<file path="config.mk">
export PLATFORM = sky130hd
export DESIGN_NAME = round_fp_pipe
export DESIGN_NICKNAME = d
export VERILOG_FILES = /design/src/rtl/round_fp_pipe.sv
export SDC_FILE = /design/constraint.sdc
export NUM_CORES = 1
export LEC_CHECK = 0
export BUFFER_PORTS_ARGS = -buffer_cell sky130_fd_sc_hd__clkbuf_2
export CORE_ASPECT_RATIO = 0.75
export CORE_MARGIN = 5
export CORE_UTILIZATION = 58
export CTS_BUF_LIST = sky130_fd_sc_hd__clkbuf_8
export CTS_CLUSTER_DIAMETER = 50
export CTS_CLUSTER_SIZE = 30
export DETAILED_ROUTE_END_ITERATION = 12
export GPL_ROUTABILITY_DRIVEN = 0
export PLACE_DENSITY = 0.82
export SLEW_MARGIN = 20
export SYNTH_ARGS = -nofsm -noshare
export SYNTH_HDL_FRONTEND = slang
export SYNTH_SLANG_ARGS = --single-unit
</file>
<file path="constraint.sdc">
create_clock -name clk -period 4.25 [get_ports clk]
set_clock_uncertainty 0.05 [all_clocks]
set_input_delay 0.85 -clock clk [delete_from_list [all_inputs] [get_ports clk]]
set_output_delay 0.85 -clock clk [all_outputs]
set_load 0.01 [all_outputs]
</file>
<file path="src/rtl/round_fp_pipe.sv">
// round_fp_pipe: two-stage IEEE-754 round/pack unit with valid/ready flow control.
// S1 captures the operand together with the round-up decision and the
// incremented fraction; S2 resolves specials/overflow and registers the
// packed result and the RISC-V fflags {NV,DZ,OF,UF,NX}.
// Optional build macro: ROUND_FP_PIPE_FLAGS_EN (when undefined out_fflags is
// constant zero and no flag logic is built).
module round_fp_pipe #(
  parameter int EXP_W = 8,
  parameter int MAN_W = 23
) (
  input  logic                     clk,
  input  logic                     reset_n,
  input  logic                     in_valid,
  output logic                     in_ready,
  input  logic                     in_sign,
  input  logic [EXP_W:0]           in_exp,
  input  logic [MAN_W-1:0]         in_man,
  input  logic [2:0]               in_grs,
  input  logic [2:0]               in_rm,
  input  logic                     in_nan,
  input  logic                     in_inf,
  input  logic                     in_invalid,
  input  logic                     in_uflow,
  output logic                     out_valid,
  input  logic                     out_ready,
  output logic [EXP_W+MAN_W:0]     out_result,
  output logic [4:0]               out_fflags
);

  localparam int STAGES = 2;
  localparam logic [EXP_W-1:0]   EXP_ONES = '1;
  localparam logic [EXP_W-1:0]   EXP_MAXF = {{(EXP_W-1){1'b1}}, 1'b0};
  localparam logic [MAN_W-1:0]   MAN_ONES = '1;
  localparam logic [MAN_W-1:0]   MAN_QNAN = {1'b1, {(MAN_W-1){1'b0}}};
  // One extra headroom bit so the post-round increment can never wrap.
  localparam logic [EXP_W+1:0]   EXP_OVF  = {2'b00, EXP_ONES};

  logic [STAGES:1] vld_pipe;
  logic            s1_adv, s2_adv;

  // S1 state
  logic             s1_sign, s1_nan, s1_inf, s1_uflow, s1_up, s1_carry;
  logic [EXP_W:0]   s1_exp;
  logic [MAN_W-1:0] s1_man, s1_man_inc;
  logic [2:0]       s1_grs, s1_rm;

  // S1 combinational
  logic             up;
  logic             carry;
  logic [MAN_W-1:0] man_inc;

  // S2 combinational
  logic [EXP_W+1:0]   exp_round;
  logic [MAN_W-1:0]   man_round;
  logic               is_zero, ovf, ovf_inf;
  logic [EXP_W+MAN_W:0] res_next;

  assign s2_adv    = !vld_pipe[2] | out_ready;
  assign s1_adv    = !vld_pipe[1] | s2_adv;
  assign in_ready  = s1_adv;
  assign out_valid = vld_pipe[2];

  assign {carry, man_inc} = {1'b0, in_man} + (MAN_W+1)'(1);

  // Round-up decision from G/R/S, sign and rounding mode (reserved modes truncate).
  always_comb begin
    up = 1'b0;
    case (in_rm)
      3'b000:  up = in_grs[2] & (in_grs[1] | in_grs[0] | in_man[0]);
      3'b010:  up = in_sign & (|in_grs);
      3'b011:  up = !in_sign & (|in_grs);
      3'b100:  up = in_grs[2];
      default: up = 1'b0;
    endcase
  end

  // Stage valid bits advance only when the stage ahead has room.
  always_ff @(posedge clk or negedge reset_n) begin
    if (!reset_n) begin
      vld_pipe <= '0;
    end else begin
      if (s1_adv) vld_pipe[1] <= in_valid;
      if (s2_adv) vld_pipe[2] <= vld_pipe[1];
    end
  end

  // S1 operand capture; held while stalled.
  always_ff @(posedge clk or negedge reset_n) begin
    if (!reset_n) begin
      s1_sign    <= 1'b0;
      s1_exp     <= '0;
      s1_man     <= '0;
      s1_grs     <= '0;
      s1_rm      <= '0;
      s1_nan     <= 1'b0;
      s1_inf     <= 1'b0;
      s1_uflow   <= 1'b0;
      s1_up      <= 1'b0;
      s1_carry   <= 1'b0;
      s1_man_inc <= '0;
    end else if (s1_adv && in_valid) begin
      s1_sign    <= in_sign;
      s1_exp     <= in_exp;
      s1_man     <= in_man;
      s1_grs     <= in_grs;
      s1_rm      <= in_rm;
      s1_nan     <= in_nan;
      s1_inf     <= in_inf;
      s1_uflow   <= in_uflow;
      s1_up      <= up;
      s1_carry   <= carry;
      s1_man_inc <= man_inc;
    end
  end

  assign exp_round = {1'b0, s1_exp} + (EXP_W+2)'(s1_up & s1_carry);
  assign man_round = s1_up ? s1_man_inc : s1_man;
  assign is_zero   = (s1_exp == '0) && (s1_man == '0) && (s1_grs == 3'b000);
  assign ovf       = exp_round >= EXP_OVF;

  // Directed modes that round away from the overflowed value saturate to max finite.
  always_comb begin
    ovf_inf = 1'b0;
    case (s1_rm)
      3'b000, 3'b100: ovf_inf = 1'b1;
      3'b011:         ovf_inf = !s1_sign;
      3'b010:         ovf_inf = s1_sign;
      default:        ovf_inf = 1'b0;
    endcase
  end

  // Result selection in priority order: NaN, inf, underflow, zero, overflow, finite.
  always_comb begin
    res_next = {s1_sign, exp_round[EXP_W-1:0], man_round};
    if (s1_nan)        res_next = {1'b0, EXP_ONES, MAN_QNAN};
    else if (s1_inf)   res_next = {s1_sign, EXP_ONES, {MAN_W{1'b0}}};
    else if (s1_uflow) res_next = {s1_sign, {EXP_W{1'b0}}, {MAN_W{1'b0}}};
    else if (is_zero)  res_next = {s1_sign, {EXP_W{1'b0}}, {MAN_W{1'b0}}};
    else if (ovf)      res_next = ovf_inf ? {s1_sign, EXP_ONES, {MAN_W{1'b0}}}
                                          : {s1_sign, EXP_MAXF, MAN_ONES};
  end

  // S2 result register; held while downstream stalls.
  always_ff @(posedge clk or negedge reset_n) begin
    if (!reset_n)                   out_result <= '0;
    else if (s2_adv && vld_pipe[1]) out_result <= res_next;
  end

`ifdef ROUND_FP_PIPE_FLAGS_EN
  logic       s1_invalid;
  logic [4:0] flg_next;

  // Invalid only matters for the flag path, so it is captured here.
  always_ff @(posedge clk or negedge reset_n) begin
    if (!reset_n)                 s1_invalid <= 1'b0;
    else if (s1_adv && in_valid)  s1_invalid <= in_invalid;
  end

  // Flags follow the same priority as the result; DZ never set here.
  always_comb begin
    flg_next = 5'b00000;
    if (s1_nan)        flg_next = {s1_invalid, 4'b0000};
    else if (s1_inf)   flg_next = 5'b00000;
    else if (s1_uflow) flg_next = 5'b00011;
    else if (is_zero)  flg_next = 5'b00000;
    else if (ovf)      flg_next = 5'b00101;
    else               flg_next = {4'b0000, |s1_grs};
  end

  // Flag register tracks the result register.
  always_ff @(posedge clk or negedge reset_n) begin
    if (!reset_n)                   out_fflags <= '0;
    else if (s2_adv && vld_pipe[1]) out_fflags <= flg_next;
  end
`else
  logic unused_invalid;
  assign unused_invalid = in_invalid;
  assign out_fflags     = 5'b00000;
`endif

endmodule

</file>
; ---- Yosys cells after proc, flatten, opt, wreduce, memory -nomap -nowiden
; Index checks and enable logic that the tools add are counted.
[totals]
ram_bits = 0
inputBits = 47
register_bits = 101
n_memories = 0
rom_bits = 0
elab_cells = 55
latchBits = 0
[op_classes]
multipliers = 0
eq_ne = 6
bitwise_logic = 8
n_mux = 9
addsub = 2
n_lt_le_gt_ge = 1
reduce_logical = 15
div = 0
n_shift = 0
[op_table]
columns = cell, count
row1 = $mux W31, 4
row2 = $mux W32, 1
row3 = $add A23 B1 Y24 const B, 1
row4 = $mux W24, 1
row5 = $logic_not A23 Y1, 1
row6 = $mux W23, 1
row7 = $eq A3 B2 Y1 const B, 4
row8 = $add A9 B1 Y10, 1
row9 = $ge A10 B8 Y1 const B, 1
row10 = $logic_not A3 Y1, 3
row11 = $logic_not A9 Y1, 1
row12 = $eq A3 B3 Y1 const B, 2
row13 = $and A1 B1 Y1, 4
row14 = $logic_and A1 B1 Y1, 4
row15 = $logic_not A1 Y1, 4
row16 = $or A1 B1 Y1, 4
row17 = $pmux W1 S4, 1
row18 = $pmux W1 S3, 1
row19 = $reduce_or A3 Y1, 1
row20 = $reduce_or A2 Y1, 1

; ---- Longest topological paths before layout
; Gate-level depths: netlist of run 1.
[depth]
ltp_word = 9
mapped_depth = 12

; ---- Worst setup path before layout of run 1
; No wires, ideal clock.
[synth_timing]
path_kind = reg2reg
start = register s1_up
end = register out_result[0]
arrival_ps = 2850
slack_ps = 1229
period_less_slack_ps = 3021
path_stages_with_launch = 13
n_path_buf = 3
cell_sequence = dfrtp_1 -> clkbuf_1 -> buf_1 -> and2_1 -> ha_1 -> ha_1 -> nand3_1 -> nor2_1 -> mux2_1 -> a21oi_1 -> buf_2 -> nand2_1 -> a22o_1
[synth_between]
elab_chain_cells = 8
word_cells_on_any_way = 9
[synth_rtl]
columns = item, line_no
row1 = from (decl), 42  ; logic s1_sign, s1_nan, s1_inf, s1_uflow, s1_up, s1_carry;
row2 = from (signal assigned), 110  ; s1_up <= up;
row3 = $and A1 B1 Y1, 116  ; assign exp_round = {1'b0, s1_exp} + (EXP_W+2)'(s1_up & s1_carry);
row4 = $add A9 B1 Y10, 116
row5 = $ge A10 B8 Y1, 119  ; assign ovf = exp_round >= EXP_OVF;
row6 = $mux W31 (*), 139  ; else if (ovf) res_next = ovf_inf ? {s1_sign, EXP_ONES, {MAN_W{1'b0}}}
row7 = $mux W31 (*), 138  ; else if (is_zero) res_next = {s1_sign, {EXP_W{1'b0}}, {MAN_W{1'b0}}};
row8 = $mux W31 (*), 137  ; else if (s1_uflow) res_next = {s1_sign, {EXP_W{1'b0}}, {MAN_W{1'b0}}};
row9 = $mux W31 (*), 136  ; else if (s1_inf) res_next = {s1_sign, EXP_ONES, {MAN_W{1'b0}}};
row10 = $mux W32 (*), 135  ; if (s1_nan) res_next = {1'b0, EXP_ONES, MAN_QNAN};
row11 = to (signal assigned), 146  ; else if (s2_adv && vld_pipe[1]) out_result <= res_next;
row12 = to (decl), 26  ; output logic [EXP_W+MAN_W:0] out_result,
; Every way passes the cells marked *; elsewhere a longest branch is shown, timed or not.
; A chain may end at the register's enable or synchronous reset.

; ---- Worst setup path after layout of run 1
[layout_timing]
start = register s1_up
end = register out_result[8]
; The elaborated chain is that of the path after synthesis.

==> results of run 1 <==
-- power by group through the flow --
stage	Clock, uW	Combinational [uW]	Sequential (uW)
finish	591	482	1200
global route	639	538	1220
CTS	605	486	1200
detailed placement	0	484	1220
global placement	0	469	1210
floorplan	0	301	1210
-- layout by cell type (no fill, tap or decap), drive strengths merged, types with 10 or more instances in the layout --
cell / n
a21oi: 12
a22o: 22
buf: 10
clkbuf: 87
dfrtp: 101
mux2: 44
mux2i: 23
nand2: 71
nand3: 13
nor2: 18
nor4: 10
o21ai: 34
xnor2: 10
xor2: 15
-- layer usage --
metal | track usage, % | share of wire [%]
met5 | 0 | 0
met2 | 30.3 | 45
met4 | 6.38 | 1.4
met3 | 4.16 | 6.2
met1 | 33.7 | 48
-- synth_stat cells (3+ instances only) --
cell      instances
dfrtp_1         101
and2_1            4
nand2b_1          4
a22o_1           22
clkbuf_1         15
and3_1            4
mux2_2           43
a21oi_1          11
nand4_1           6
nand2_1          71
o21ai_0          33
inv_1             3
xnor2_1          10
o31ai_1           3
buf_4             5
nor3_1            6
buf_2             4
ha_1              4
xor2_1           15
nand3_1          12
mux2i_1          23
nor2_1           18
nor4_1           10
-- path summary, 6_finish.rpt --
kind | end | from | cells past startpoint | slack (ps)
max | out_result[8]$_DFFE_PN0P_ | s1_up$_DFFE_PN0P_ | 10 | 1770
min | s1_man_inc[18]$_DFFE_PN0P_ | s1_man_inc[18]$_DFFE_PN0P_ | 2 | 440
max reg2reg | out_result[8]$_DFFE_PN0P_ | s1_up$_DFFE_PN0P_ | 10 | 1770
min reg2reg | s1_man_inc[18]$_DFFE_PN0P_ | s1_man_inc[18]$_DFFE_PN0P_ | 2 | 440
max in group asynchronous | s1_nan$_DFFE_PN0P_ | reset_n | 2 | 2850
min in group asynchronous | s1_exp[4]$_DFFE_PN0P_ | reset_n | 1 | 520
-- kinds of logic after synthesis --
family | after synthesis | synth area share (%)
other | 1 | 0.0761
flip-flops | 101 | 51.3
AND/OR/NAND/NOR | 148 | 14.2
adder cells (fa/ha/maj) | 4 | 1.02
buffers and inverters | 30 | 3.07
AO/OA/AOI/OAI | 80 | 11.1
multiplexers | 67 | 14.7
XOR/XNOR | 25 | 4.45
-- registers in the layout (all words and copies together), names as in the netlist --
register and cells:
s1_sign 1, s1_man 23, s1_uflow 1, s1_exp 9, s1_carry 1, s1_nan 1
vld_pipe 2, s1_rm 3, s1_up 1, s1_man_inc 23, s1_inf 1, out_result 32
s1_grs 3
-- per-stage QoR --
step	power (uW)	hold WS [ps]	area, sq um	worst slack (ps)	instances
after floorplan	1510	390	4940	1230	460
after global placement	1680	410	5420	1520	629
after global routing	2400	462	5610	1580	645
after CTS	2290	441	5610	1780	645
after detailed placement	1710	420	5420	1500	629
final	2280	438	5610	1770	645
-- critical path, delay by kind of cell, from the launching register on --
kind            cells  cell delay, ps
buf+inv             1             250
mux                 1             450
compound gates      3             510
simple gates        3             410
fa+ha+maj           2             400
flops               1             350
-- final cells by class --
type,count,area share (%)
Clock buffer,9,2.21
Tap cell,108,2.41
Timing Repair Buffer,88,8.52
Clock inverter,7,1.20
Sequential cell,101,45.1
Inverter,3,0.201
Multi-Input combinational cell,329,40.4
==> impl_metrics.env, run 1 <==
export IMPL_status="completed"
export IMPL_grt_pass1_vias=3609
export IMPL_comb_power_share_pct=21.2
export IMPL_finalHoldViolations=0
export IMPL_internal_power_uw=1580
export IMPL_die_h_um=89.8
export IMPL_grtUsageTotal_pct=21.5
export IMPL_ctsLongestPathBuffers=2
export IMPL_post_route_period_util_pct=58.3
export IMPL_vias=3623
export IMPL_drt_iter0_markers=280
export IMPL_power_leakage_uw=0.00250
export IMPL_clockPowerShare_pct=26.0
export IMPL_cts_root_buf="clkbuf_8"
export IMPL_finalWirelength_um=10700
export IMPL_max_cap_violations=0
export IMPL_grt_ovfl_total=0
export IMPL_n_antenna_cell=0
export IMPL_yosysWarnings=0
export IMPL_hpwl_um=8170
export IMPL_antenna_found_initial=0
export IMPL_start_kind="register"
export IMPL_criticalPathCategory="register to register"
export IMPL_synth_top_cell_by_area="dfrtp_1"
export IMPL_synthTopCellsByArea="dfrtp_1 51%, mux2_2 9.8%, nand2_1 5.4%"
export IMPL_rsz0062_at_grt="false"
export IMPL_cpMostUsedCell="ha_1"
export IMPL_crit_path_max_incr_delay_ps=450
export IMPL_max_freq_mhz=404
export IMPL_worstPathArrival_ps=2730
export IMPL_port_buffers=79
export IMPL_core_sq_um=8380
export IMPL_syn_avg_cell_area_sq_um=10.8
export IMPL_post_cts_resized=0
export IMPL_fin_nets=583
export IMPL_ios=86
export IMPL_swShare_pct=30.5
export IMPL_power_density_nw_per_um2=406
export IMPL_tritoncts="done"
export IMPL_p_sw_uw=694
export IMPL_maxSlewViolCount=0
export IMPL_synth_edff_count=0
export IMPL_synth_top_area_share_pct=51.3
export IMPL_ir_worst_vdd_mv=0.185
export IMPL_avgRoutedWirePerCell_um=16.6
export IMPL_rows=29
export IMPL_fin_setup_tns_ps=0
export IMPL_cts_hold_buf=0
export IMPL_ys_flop_type="dfrtp_1"
export IMPL_grt_max_degree=71
export IMPL_path_cells="and2_1 -> ha_1 -> ha_1 -> nand3_1 -> nor2_1 -> mux2_1 -> a21o_4 -> a21oi_2 -> buf_4 -> a22o_1"
export IMPL_utilization_pct=66.9
export IMPL_fp_dieArea_sq_um=10500
export IMPL_clkSinkCount=101
export IMPL_critPathMaxFanout=22
export IMPL_worst_pin_slew_ps=856
export IMPL_multi_input_area_sq_um=2260
export IMPL_synth_seq_cells=101
export IMPL_seqCellArea_sq_um=2530
export IMPL_area_growth_pct=13.8
export IMPL_cts_setup_buffers=0
export IMPL_ant_nets=0
export IMPL_required_ps=4500
export IMPL_fill_cells=650
export IMPL_hp_class="register to register"
export IMPL_syn_area_sq_um=4930
export IMPL_slew_headroom_pct=43.0
export IMPL_drive_gt1_share_pct=28.5
export IMPL_async_reset_ff_share_pct=100
export IMPL_route_detailed_drc=0
export IMPL_end_kind="register"
export IMPL_start_util_pct=58.8
export IMPL_die_w_um=116
export IMPL_seq_area_frac_synth_pct=51.3
export IMPL_drtPass1Iterations=4
export IMPL_netlist_instances=456
export IMPL_pwr_share_seq_pct=52.9
export IMPL_critical_path_slowest_cell="mux2_1"
export IMPL_netlist_cell_type_count=47
export IMPL_grt_pass1_wl_um=17900
export IMPL_viasPerCell=5.62
export IMPL_cts_htree_levels=3
export IMPL_fin_crit_ps=2480
export IMPL_clkLatencyLatePin_ps=360
export IMPL_setup_viol=0
export IMPL_cts_clk_slew_worst_paths_ps=90
export IMPL_numCtsBuffers=9
No activity file was read; power rests on OpenSTA's default activity.
==> run 2, diff against run 1 <==
==> constraint.sdc (replaced) <==
create_clock -name clk -period 2.39 [get_ports clk]
set_clock_uncertainty 0.05 [all_clocks]
set_input_delay 0.478 -clock clk [delete_from_list [all_inputs] [get_ports clk]]
set_output_delay 0.478 -clock clk [all_outputs]
set_load 0.01 [all_outputs]
==> run 2 against run 1 <==
- fmax rose by 7.9%
- cell count rose by 1.1%
- total power rose by 79%
- worst setup slack got worse by 1700 ps
- critical path depth did not move
- largest cell class unchanged
==> impl_metrics.env, run 2 (synthesized netlist as in run 1, its figures left out) <==
export IMPL_grt_pass1_vias=3805
export IMPL_power_density_nw_per_um2=708
export IMPL_fin_crit_ps=2290
export IMPL_multi_input_area_sq_um=2360
export IMPL_dpl_cell_count=633
export IMPL_ios=86
export IMPL_grt_pass1_wl_um=18800
export IMPL_clkLatencyLatePin_ps=370
export IMPL_fin_nets=590
export IMPL_ctsLongestPathBuffers=2
export IMPL_drive_gt1_share_pct=31.6
export IMPL_die_w_um=116
export IMPL_cts_clk_slew_worst_paths_ps=100
export IMPL_end_kind="register"
export IMPL_setup_viol=0
export IMPL_ant_nets=0
export IMPL_top_regs="out_result: 32 flops, s1_man: 23 flops, s1_man_inc: 23 flops"
export IMPL_cts_root_buf="clkbuf_8"
export IMPL_finalHoldViolations=0
export IMPL_top_register="out_result"
export IMPL_n_antenna_cell=0
export IMPL_viasPerCell=5.75
export IMPL_layout_common_cells="100 x dfrtp_1, 78 x clkbuf_2, 70 x nand2_1"
export IMPL_max_cap_violations=0
export IMPL_cts_htree_levels=3
export IMPL_instances_no_fill=652
export IMPL_required_ps=2630
export IMPL_criticalPathCategory="register to register"
export IMPL_core_sq_um=8380
export IMPL_finalWirelength_um=11300
export IMPL_start_util_pct=58.8
export IMPL_status="completed"
export IMPL_worstPathArrival_ps=2530
export IMPL_drt_iter0_markers=229
export IMPL_fin_setup_tns_ps=0
export IMPL_grt_ovfl_total=0
export IMPL_rows=29
export IMPL_maxSlewViolCount=0
export IMPL_area_growth_pct=17.1
export IMPL_utilization_pct=68.8
export IMPL_largest_reg_flops=32
export IMPL_numCtsBuffers=9
export IMPL_start_kind="register"
export IMPL_avgRoutedWirePerCell_um=17.3
export IMPL_tritoncts="done"
export IMPL_post_route_period_util_pct=96.0
export IMPL_hp_class="input port to async pin"
export IMPL_design_area_sq_um=5770
export IMPL_dpl_cell_area_sq_um=5530
export IMPL_hpwl_um=8240
export IMPL_ir_worst_vdd_mv=0.407
export IMPL_antenna_found_initial=0
export IMPL_whs_ps=20.3
export IMPL_port_buffers=79
export IMPL_max_freq_mhz=436
export IMPL_fp_dieArea_sq_um=10500
export IMPL_slew_headroom_pct=65.3
export IMPL_grtUsageTotal_pct=22.8
export IMPL_grt_max_degree=94
export IMPL_vias=3750
export IMPL_die_h_um=89.8
export IMPL_drtPass1Iterations=4
export IMPL_power_leakage_uw=0.00253
export IMPL_critPathMaxFanout=5
export IMPL_mostFrequentLayoutCell="dfrtp_1"
export IMPL_route_detailed_drc=0
export IMPL_fill_cells=611
export IMPL_worst_pin_slew_ps=521
export IMPL_seqCellArea_sq_um=2530
export IMPL_clkSinkCount=101
-- run 2: changes by cell type in the layout (fill, tap and decap cells not counted), sizes merged --
cell / before / now
a21oi: 12 / 13
bufinv: 1 / 0
buf: 10 / 16
inv: 4 / 5
clkinvlp: 2 / 5
clkinv: 3 / 0
-- run 2: timing repair --
action / 4_1_cts / 5_1_grt
gates cloned: 1 / 0
hold buffers: 0 / 0
pin swaps: 1 / 7
resized for setup: 1 / 5
buffers inserted: 0 / 3
setup endpoints to repair: 22 / 20
-- run 2: worst max-delay path, stage by stage, from the launching register on --
cell and delay, ps:
dfrtp_1 400, and2_4 180, ha_4 160, ha_4 170
nor2b_4 150, a21oi_4 70, a2111oi_4 440, a21o_4 230
buf_4 120, a211oi_1 40, o31ai_1 200
-- run 2: path summary, 6_finish.rpt --
kind | from | to | slack (ps) | depth (start not counted)
hold / removal | reset_n | s1_exp[8]$_DFFE_PN0P_ | 20 | 1
max in group asynchronous | reset_n | s1_man[11]$_DFFE_PN0P_ | 1570 | 2
hold reg to reg | s1_man_inc[9]$_DFFE_PN0P_ | s1_man_inc[9]$_DFFE_PN0P_ | 440 | 2
setup reg to reg | s1_up$_DFFE_PN0P_ | out_result[22]$_DFFE_PN0P_ | 100 | 10
min in group clk | in_uflow | s1_uflow$_DFFE_PN0P_ | 290 | 2
setup / recovery | s1_up$_DFFE_PN0P_ | out_result[22]$_DFFE_PN0P_ | 100 | 10
-- run 2: per-layer routing --
layer / GRT usage [%] / vias to the layer above / share of wire [%]
met1: 33.8 / 1832 / 45
met3: 5.57 / 17 / 7.6
met4: 6.76 / 0 / 1.4
met2: 33.2 / 111 / 46
met5: 0 / - / 0
li1: - / 1790 / -
-- run 2: per-stage QoR --
step | power, uW | worst slack, ps
floorplan | 2710 | -54.1
global placement | 3030 | 27.3
detailed placement | 3070 | -121
CTS | 4090 | 56.8
global route | 4320 | -4.92
finish | 4080 | 95.5
-- run 2: area by class of cell --
type | instances | share of cell area [%]
timing repair buffer | 94 | 9.50
sequential | 101 | 43.8
multi-input combinational | 330 | 41.0
inverter | 3 | 0.195
clock inverter | 7 | 0.998
clock buffer | 9 | 2.15
tap | 108 | 2.34
-- run 2: power by group --
part / internal (uW) / switching (uW)
clock: 389 / 625
combinational: 424 / 492
sequential: 1950 / 203
total: 2760 / 1320
==> run 3, diff against run 2 <==
--- a/config.mk
+++ b/config.mk
@@ -8,14 +8,12 @@
 export BUFFER_PORTS_ARGS = -buffer_cell sky130_fd_sc_hd__clkbuf_2
 export CORE_ASPECT_RATIO = 0.75
 export CORE_MARGIN = 5
-export CORE_UTILIZATION = 58
-export CTS_BUF_LIST = sky130_fd_sc_hd__clkbuf_8
+export CORE_UTILIZATION = 56
 export CTS_CLUSTER_DIAMETER = 50
 export CTS_CLUSTER_SIZE = 30
 export DETAILED_ROUTE_END_ITERATION = 12
 export GPL_ROUTABILITY_DRIVEN = 0
-export PLACE_DENSITY = 0.82
-export SLEW_MARGIN = 20
+export PLACE_DENSITY = 0.8
 export SYNTH_ARGS = -nofsm -noshare
 export SYNTH_HDL_FRONTEND = slang
 export SYNTH_SLANG_ARGS = --single-unit
==> run 3 against run 2 <==
- wire length rose by 2.4%
- first-iteration DRC count grew 18%
- fmax increased by 1.2%
- combinational power down 0.5%
- register-to-register slack improved by 30 ps
- via count decreased by 0.24%
- worst hold slack gained 65 ps
==> impl_metrics.env, run 3 (synthesized netlist as in run 1, its figures left out) <==
export IMPL_antenna_found_initial=0
export IMPL_max_cap_violations=0
export IMPL_rows=29
export IMPL_p_sw_uw=1340
export IMPL_route_detailed_drc=0
export IMPL_viasPerCell=5.73
export IMPL_dpl_cell_count=636
export IMPL_reg2reg_slack_ps=120
export IMPL_ir_worst_vdd_mv=0.409
export IMPL_start_kind="register"
export IMPL_p_total_uw=4630
export IMPL_avgRoutedWirePerCell_um=17.7
export IMPL_clkLatencyLatePin_ps=350
export IMPL_grt_pass1_vias=3753
export IMPL_ctsLongestPathBuffers=2
export IMPL_post_route_period_util_pct=94.8
export IMPL_required_ps=2580
export IMPL_port_buffers=79
export IMPL_max_freq_mhz=441
export IMPL_maxSlewViolCount=0
export IMPL_criticalPathCategory="register to register"
export IMPL_clockPowerShare_pct=33.7
export IMPL_area_growth_pct=19.5
export IMPL_grt_ovfl_total=0
export IMPL_cts_setup_buffers=0
export IMPL_cts_htree_levels=3
export IMPL_tritoncts="done"
export IMPL_critPathMaxFanout=11
export IMPL_power_leakage_uw=0.00260
export IMPL_vias=3741
export IMPL_internal_power_uw=3290
export IMPL_ant_nets=0
export IMPL_top_regs="out_result: 32 flops, s1_man: 23 flops, s1_man_inc: 23 flops"
export IMPL_power_density_nw_per_um2=787
export IMPL_fin_crit_ps=2270
export IMPL_worst_slack_ps=124
export IMPL_r2r_cells=8
export IMPL_finalWirelength_um=11500
export IMPL_core_sq_um=8530
export IMPL_cts_hold_buf=0
export IMPL_worst_pin_slew_ps=625
export IMPL_drt_iter0_markers=270
export IMPL_hp_class="input port to async pin"
export IMPL_die_w_um=118
export IMPL_fin_nets=591
export IMPL_slew_headroom_pct=58.3
export IMPL_clkSinkCount=101
export IMPL_start_util_pct=57.8
export IMPL_ios=86
export IMPL_drive_gt1_share_pct=31.6
export IMPL_layout_common_cells="100 x dfrtp_1, 78 x clkbuf_2, 70 x nand2_1"
export IMPL_setup_viol=0
export IMPL_mostFrequentLayoutCell="dfrtp_1"
export IMPL_finalHoldViolations=0
export IMPL_pwr_share_seq_pct=46.6
export IMPL_cts_root_buf="clkbuf_16"
export IMPL_grt_max_degree=94
export IMPL_drtPass1Iterations=4
export IMPL_hpwl_um=8360
export IMPL_r2r_start="s1_carry$_DFFE_PN0P_"
export IMPL_grtUsageTotal_pct=22.3
export IMPL_n_antenna_cell=0
export IMPL_swShare_pct=28.9
export IMPL_worstPathArrival_ps=2450
export IMPL_cts_clk_slew_worst_paths_ps=70
export IMPL_die_h_um=91.2
export IMPL_rsz0062_at_grt="false"
export IMPL_top_register="out_result"
export IMPL_r2r_end="out_result[13]$_DFFE_PN0P_"
export IMPL_largest_reg_flops=32
export IMPL_status="completed"
export IMPL_numCtsBuffers=9
export IMPL_place_ws_ps=-21.4
export IMPL_comb_power_share_pct=19.7
export IMPL_grt_pass1_wl_um=19200
export IMPL_fp_dieArea_sq_um=10800
export IMPL_end_kind="register"
export IMPL_instances_no_fill=653
## run 3: cell count changes in the layout (fill, tap and decap cells not counted), moves of 2 or more
cell,change
buf_4,+2
bufinv_16,+2
clkbuf_16,+9
clkbuf_8,-9
clkinvlp_4,-3
## run 3: area by class of cell
type / instances / area [sq um]
clock buffer: 9 / 225
clock inverter: 7 / 97.6
fill: 635 / 2640
inverter: 3 / 11.3
multi-input combinational: 330 / 2340
sequential: 101 / 2530
tap: 108 / 135
timing repair buffer: 95 / 543
## run 3: per-stage QoR
step	TNS, ps	hold slack [ps]	instance area [sq um]	utilization [%]
2_1_floorplan	-1080	132	5020	-
3_3_place_gp	0	411	5540	65.0
3_5_place_dp	-109	420	5540	65.0
4_1_cts	0	110	5880	69.0
5_1_grt	0	137	5880	69.0
6_report	0	84.9	5880	69.0
## run 3: worst max-delay path by stage
stage	start	to	slack (ps)	cells past startpoint
after global routing	s1_carry$_DFFE_PN0P_	out_result[7]$_DFFE_PN0P_	8	8
after detailed placement	s1_exp[0]$_DFFE_PN0P_	out_result[6]$_DFFE_PN0P_	-20	8
after CTS	s1_exp[0]$_DFFE_PN0P_	out_result[13]$_DFFE_PN0P_	100	7
after floorplan	s1_up$_DFFE_PN0P_	out_result[0]$_DFFE_PN0P_	-50	11
after global placement	s1_exp[0]$_DFFE_PN0P_	out_result[4]$_DFFE_PN0P_	40	8
final	s1_carry$_DFFE_PN0P_	out_result[13]$_DFFE_PN0P_	120	8
## run 3: critical path, cell delays in order (launching register included)
cell,delay (ps)
dfrtp_1,380
and2_4,180
ha_4,160
ha_4,260
o211ai_1,130
a2111oi_4,440
a21o_4,230
a21oi_4,110
a22o_1,210
## run 3: power by group through the flow
stage	Combinational [uW]	Clock [uW]	Sequential [uW]
2_1_floorplan	555	0	2150
3_3_place_gp	870	0	2160
3_5_place_dp	898	0	2180
4_1_cts	916	1590	2150
5_1_grt	1010	1650	2190
6_report	912	1560	2160
## run 3: routing by layer
layer  routed length [um]  up-vias  GRT usage, %
met1                 5340     1829          31.6
met5                    0        -             0
li1                     -     1792             -
met4                  230        0          7.93
met3                  788       17          6.09
met2                 5190      103          33.1
## run 3: what timing repair did
action / in CTS / in global routing
resized for setup: 1 / 2
setup endpoints to repair: 22 / 20
gates cloned: 1 / 0
pin swaps: 1 / 0
